## src/rtl/leaf_round_robin_scheduler.sv

```systemverilog
// Round-robin owner scheduler for the shared downstream resource of the leaf
// instances: bounded-hold grants with a one-cycle bus-turnaround gap.
module leaf_round_robin_scheduler #(
    parameter int unsigned NUM_REQ  = 5,
    parameter int unsigned MAX_HOLD = 16
) (
    input  logic               clk,
    input  logic               rst,
    input  logic [NUM_REQ-1:0] req,
    input  logic [NUM_REQ-1:0] done,
    output logic [NUM_REQ-1:0] gnt,
    output logic [2:0]         gnt_id,
    output logic               busy,
    output logic               timeout,
    output logic [2:0]         timeout_id
);

    localparam int unsigned ID_W  = 3;
    localparam int unsigned CNT_W = $clog2(MAX_HOLD);

    typedef enum logic [1:0] {
        IDLE  = 2'd0,
        GRANT = 2'd1,
        GAP   = 2'd2
    } state_t;

    state_t             state, state_d;
    logic [ID_W-1:0]    ptr, ptr_d;
    logic [CNT_W-1:0]   hold_cnt, hold_d;
    logic [NUM_REQ-1:0] gnt_d;
    logic [ID_W-1:0]    gnt_id_d;
    logic               busy_d;
    logic               timeout_d;
    logic [ID_W-1:0]    timeout_id_d;

    logic               win_found;
    logic [ID_W-1:0]    win_id;
    logic [NUM_REQ-1:0] req_sh;
    int unsigned        idx;

    logic owner_done;
    logic owner_req;
    logic hold_limit;
    logic release_now;

    // Search requests starting at ptr, wrapping modulo NUM_REQ; first set bit wins.
    always_comb begin
        win_found = 1'b0;
        win_id    = '0;
        idx       = 0;
        req_sh    = '0;
        for (int unsigned i = 0; i < NUM_REQ; i++) begin
            idx    = (32'(ptr) + i) % NUM_REQ;
            req_sh = req >> idx;
            if (!win_found && req_sh[0]) begin
                win_found = 1'b1;
                win_id    = ID_W'(idx);
            end
        end
    end

    // Owner-only view of done/req (gnt is one-hot) plus the hold limit.
    always_comb begin
        owner_done  = |(done & gnt);
        owner_req   = |(req & gnt);
        hold_limit  = (hold_cnt == CNT_W'(MAX_HOLD - 1));
        release_now = owner_done || !owner_req || hold_limit;
    end

    // Next-state and next-output logic.
    always_comb begin
        state_d      = state;
        ptr_d        = ptr;
        hold_d       = hold_cnt;
        gnt_d        = gnt;
        gnt_id_d     = gnt_id;
        busy_d       = busy;
        timeout_d    = 1'b0;
        timeout_id_d = timeout_id;
        case (state)
            IDLE: begin
                if (win_found) begin
                    gnt_d    = NUM_REQ'(1) << win_id;
                    gnt_id_d = win_id;
                    busy_d   = 1'b1;
                    hold_d   = '0;
                    state_d  = GRANT;
                end
            end
            GRANT: begin
                if (release_now) begin
                    gnt_d   = '0;
                    busy_d  = 1'b0;
                    ptr_d   = (gnt_id == ID_W'(NUM_REQ - 1)) ? '0 : gnt_id + ID_W'(1);
                    state_d = GAP;
                    // Timeout only when the hold limit is the sole cause.
                    if (owner_req && !owner_done) begin
                        timeout_d    = 1'b1;
                        timeout_id_d = gnt_id;
                    end
                end else begin
                    hold_d = hold_cnt + CNT_W'(1);
                end
            end
            GAP: begin
                state_d = IDLE;
            end
            default: begin
                state_d = IDLE;
            end
        endcase
    end

    // State and registered outputs; reset clears everything asynchronously.
    always_ff @(posedge clk or posedge rst) begin
        if (rst) begin
            state      <= IDLE;
            ptr        <= '0;
            hold_cnt   <= '0;
            gnt        <= '0;
            gnt_id     <= '0;
            busy       <= 1'b0;
            timeout    <= 1'b0;
            timeout_id <= '0;
        end else begin
            state      <= state_d;
            ptr        <= ptr_d;
            hold_cnt   <= hold_d;
            gnt        <= gnt_d;
            gnt_id     <= gnt_id_d;
            busy       <= busy_d;
            timeout    <= timeout_d;
            timeout_id <= timeout_id_d;
        end
    end

endmodule

```

## config.mk

```make
export PLATFORM = sky130hd
export DESIGN_NAME = leaf_round_robin_scheduler
export DESIGN_NICKNAME = d
export VERILOG_FILES = /design/src/rtl/leaf_round_robin_scheduler.sv
export SDC_FILE = /design/constraint.sdc
export NUM_CORES = 1
export LEC_CHECK = 0
export BUFFER_PORTS_ARGS = -buffer_cell sky130_fd_sc_hd__buf_2
export CAP_MARGIN = 0
export CORE_UTILIZATION = 50
export CTS_BUF_LIST = sky130_fd_sc_hd__clkbuf_16
export DETAILED_ROUTE_END_ITERATION = 6
export HOLD_SLACK_MARGIN = 0.08
export PLACE_DENSITY = 0.79
export REMOVE_ABC_BUFFERS = 1
export SYNTH_ARGS = -nofsm -noshare
export SYNTH_HDL_FRONTEND = slang
export SYNTH_SLANG_ARGS = --single-unit
```

## constraint.sdc

```tcl
create_clock -name clk -period 5.6 [get_ports clk]
set_input_delay 0.28 -clock clk [delete_from_list [all_inputs] [get_ports clk]]
set_output_delay 0.28 -clock clk [all_outputs]
set_load 0.005 [all_outputs]
```

# Yosys cells after proc, flatten, opt, wreduce, memory -nomap -nowiden
# Cells that the tools add are included.
# classes
addsub	6
div_mod_pow	5
n_eq_ne	6
shift	6
mux	26
bitwise	2
reduce_logical	23
# ops
operator	n
$shr 5x32->1	5
$mod 32x3->32 const B	4
$mod 3x3->32 const B	1
$mux 3	6
$and 5x5->5	2
$mux 1	10
$mux 5	2
$pmux 5 s2	1
$reduce_or 5->1	2
$reduce_and 3->1	3
$add 3x2->4 const B	2
$mux 4	2
$pmux 4 s2	1
$logic_not 1->1	6
$ne 2x2->1 const B	3
$reduce_and 2->1	3
$logic_and 1x1->1	5
$shl 1x3->5 const A	1
$add 3x1->4 const B	1
$add 3x3->4 const B	1
$add 4x1->4 const B	1
$eq 4x4->1 const B	1
$mux 2	2
$pmux 2 s2	1
7 further kinds	8
# word_totals
ff_bits	22
wordCells	82

# Depth between registers and ports, before layout
# depth
word_depth	18
ltp_mapped	20

# Worst setup path before layout
# Ideal clock, no wire load.
# synth_timing
path_type	reg2reg
start	register ptr[0]
end	register gnt[0]
t_arrival_ns	4.268
required_time_ns	5.478
path_slack_ns	1.211
stages_incl_launch_ff	19
n_path_buf	1
period_less_slack_ns	4.389
cell_sequence	dfrtp_1 -> buf_2 -> inv_2 -> ha_1 -> inv_1 -> ha_1 -> nor2b_1 -> inv_1 -> ha_1 -> nand2b_1 -> o21ai_2 -> o21ai_0 -> a211o_1 -> o21ai_0 -> and4_1 -> mux2_2 -> o221a_1 -> and2_1 -> a32o_1
# synth_between
elab_chain_len	18
word_cells_on_any_way	37
# synth_rtl
item	line	rtl
start, declared	28	logic [ID_W-1:0] ptr, ptr_d;
start signal, assigned	127	ptr <= ptr_d;
parallel branches: the longest is 18 deep, another holds $mod 32x3->32	--	
end signal, assigned	129	gnt <= gnt_d;
end, declared	11	output logic [NUM_REQ-1:0] gnt,
# Parallel ways; which one is timed is not known. The select of a mux whose other input is x is not followed.
# A chain may end at the register's enable or synchronous reset.

# Worst setup path after layout
# layout_timing
start	register ptr[1]
end	register gnt[4]
# Same word-level chain as after synthesis.

==> flow_summary.toml <==
[outcome]
status = "finished clean"

[detailed_routing]
drt-total-wl_microns = 7410
ant_nets = 0
vias_per_cell = 6.48
first_pass_iters = 5
vias = 2795
drc = 0
dr.first_iter.drc_count = 246
wl_per_cell_microns = 17.2

[global_route]
grt_pass1_wl_microns = 12200
grt_antenna_before_repair = 0
grt_pass1_vias = 2585
grt_max_degree = 38
grt_util_all_layers = 0.249
grt_overflow = 0

[setup_path]
cp_max_fo = 16
worst-setup-path-type = "reg -> reg"
required_ps = 5740
cpPeakStageDelay_ps = 530
crit_top_cell = "ha_1"
arrival_ps = 5310
timing.rr.end = "gnt[4]"
reg2reg_slack_ps = 430
end_kind = "flip-flop"
slowest_stage = "dfrtp_1"
start_kind = "flip-flop"
rr_worst_depth = 17
cp_cell_sequence = "inv_2 > ha_1 > inv_1 > ha_1 > nor2b_1 > inv_1 > ha_1 > nand2b_1 > o21ai_2 > o21ai_0 > a211o_1 > o21ai_0 > and4_1 > nor2_1 > a211oi_4 > nor2_2 > a2bb2o_2"
r2r_start = "ptr[1]"

[floorplan]
die_area_sq_um = 5910
row_count = 26
die_h_microns = 76.9
start_util = 0.535
die_x_microns = 76.9
coreArea_sq_um = 5240
ios = 25

[final_layout]
seqCellArea_sq_um = 551
final_nets = 396
syn_to_final_growth_pct = 8.52
multiInputGateArea_sq_um = 2080
filler_cell_count = 461
final_layout_size_suffix_gt1_frac = 0.169
antennaDiodeCount = 0

[synth]
synth_top_area_cell = "dfrtp_1"
ys.flop_type = "dfrtp_1"
yosysWarnings = 0
ys_async_sr_fraction = 1.00
synth-edff-count = 0
ys_ff_latch = 22
synthTopCellsByArea = "dfrtp_1 20%, ha_1 9.8%, a21oi_1 5.0%"
syn_inst = 348
synth.avg_cell_area_sq_um = 8.06
yosysSeqAreaShare = 0.196
synth_area_sq_um = 2800
synth_most_common_cell = "nand2_1"
synth_cell_types = 75
yosys.area.top_type_share = 0.196
synth_common_cells = "29 x nand2_1, 28 x a21oi_1, 25 x o21ai_0, 22 x dfrtp_1, 22 x ha_1"

[sta]
post-route-period-util = 0.924
tns_ps = 0
fmax_mhz = 193
rsz0062_at_grt = "false"
hold_viol_final = 0
finalSetupViolations = 0
fin_skew_ps = 2.86
tightest_slew_ps = 820
slew_headroom = 0.453
period_minus_slack_ps = 5170
slew_violations = 0

[clocking]
numCtsBuffers = 3
clk_pin_slew_worst_paths_ps = 60
cts_tree = "built"
cts_resized = 0
postCtsSetupRepairBufs = 0
clk_latency_ps = 250
cts.sinks = 22
htree_levels = 1
postCtsHoldBufs = 0
cts_root_buffer = "clkbuf_16"
clock_path_buffers = 2

[place]
dpl.hpwl_microns = 5520
io_buffers = 24
gp_congestion = 0.949

[job]
drv_cap = 0

[min_path]
hp-class = "in -> async"
## layout by cell type (no fill, tap or decap), types with 7 or more instances in the layout
| cell | n |
|---|---|
| nand3_1 | 12 |
| inv_1 | 18 |
| a21oi_1 | 28 |
| mux2_2 | 10 |
| nor2b_1 | 7 |
| dfrtp_1 | 22 |
| nand2_1 | 29 |
| xnor2_1 | 9 |
| buf_2 | 24 |
| o21ai_0 | 25 |
| nor2_1 | 15 |
| nor3_1 | 10 |
| mux2i_1 | 7 |
| nand3b_1 | 8 |
| ha_1 | 22 |
## sequential cells by signal (all words and copies together) (netlist names)
name,count
busy,1
gnt,5
gnt_id,3
hold_cnt,4
ptr,3
state,2
timeout,1
timeout_id,3
## worst max-delay path, delay by kind of cell, from the launching register on
family                   cells  cell delay (ps)
buffers and inverters        3              530
AO/OA/AOI/OAI                6             1620
adder cells (fa/ha/maj)      3             1170
flip-flops                   1              530
AND/OR/NAND/NOR              5             1210
## cell type report
type | instances | area share
clock buffer | 3 | 0.0247
clock inverter | 1 | 0.00987
inverter | 22 | 0.0271
multi-input combinational | 287 | 0.684
sequential | 22 | 0.181
tap | 70 | 0.0288
timing repair buffer | 26 | 0.0444
## stage by stage
step	utilization	hold slack [ps]	std cells	area, sq um	setup WS (ps)
6_report	0.581	177	431	3040	428
5_1_grt	0.581	263	431	3040	110
4_1_cts	0.581	217	431	3040	508
3_5_place_dp	0.561	486	427	2940	575
3_3_place_gp	0.561	461	427	2940	792
2_1_floorplan	-	269	331	2720	603
## worst max path at each step
stage	startpoint	to	slack [ps]
after floorplan	ptr[0]	gnt[0]	600
after global placement	ptr[1]	gnt[4]	790
after detailed placement	ptr[1]	gnt[0]	580
after CTS	ptr[1]	gnt[4]	510
after global routing	ptr[1]	gnt[4]	110
final	ptr[1]	gnt[4]	430
## kinds of logic after synthesis
family / count (synthesis) / share of synthesized area
AND/OR/NAND/NOR: 118 / 0.230
multiplexers: 20 / 0.0852
flip-flops: 22 / 0.196
AO/OA/AOI/OAI: 114 / 0.288
XOR/XNOR: 12 / 0.0375
adder cells (fa/ha/maj): 23 / 0.102
buffers and inverters: 39 / 0.0611
## routing by layer
layer | vias to the layer above | part of all wire | wire (microns) | global-route usage
li1 | 1333 | - | - | -
met1 | 1303 | 0.46 | 3410 | 0.355
met2 | 137 | 0.45 | 3350 | 0.397
met3 | 22 | 0.063 | 469 | 0.0250
met4 | 0 | 0.025 | 187 | 0.0712
met5 | - | 0 | 0 | 0
Power is not shown: default switching activity piles up to over one toggle a cycle in this logic, so the estimate is an artifact.
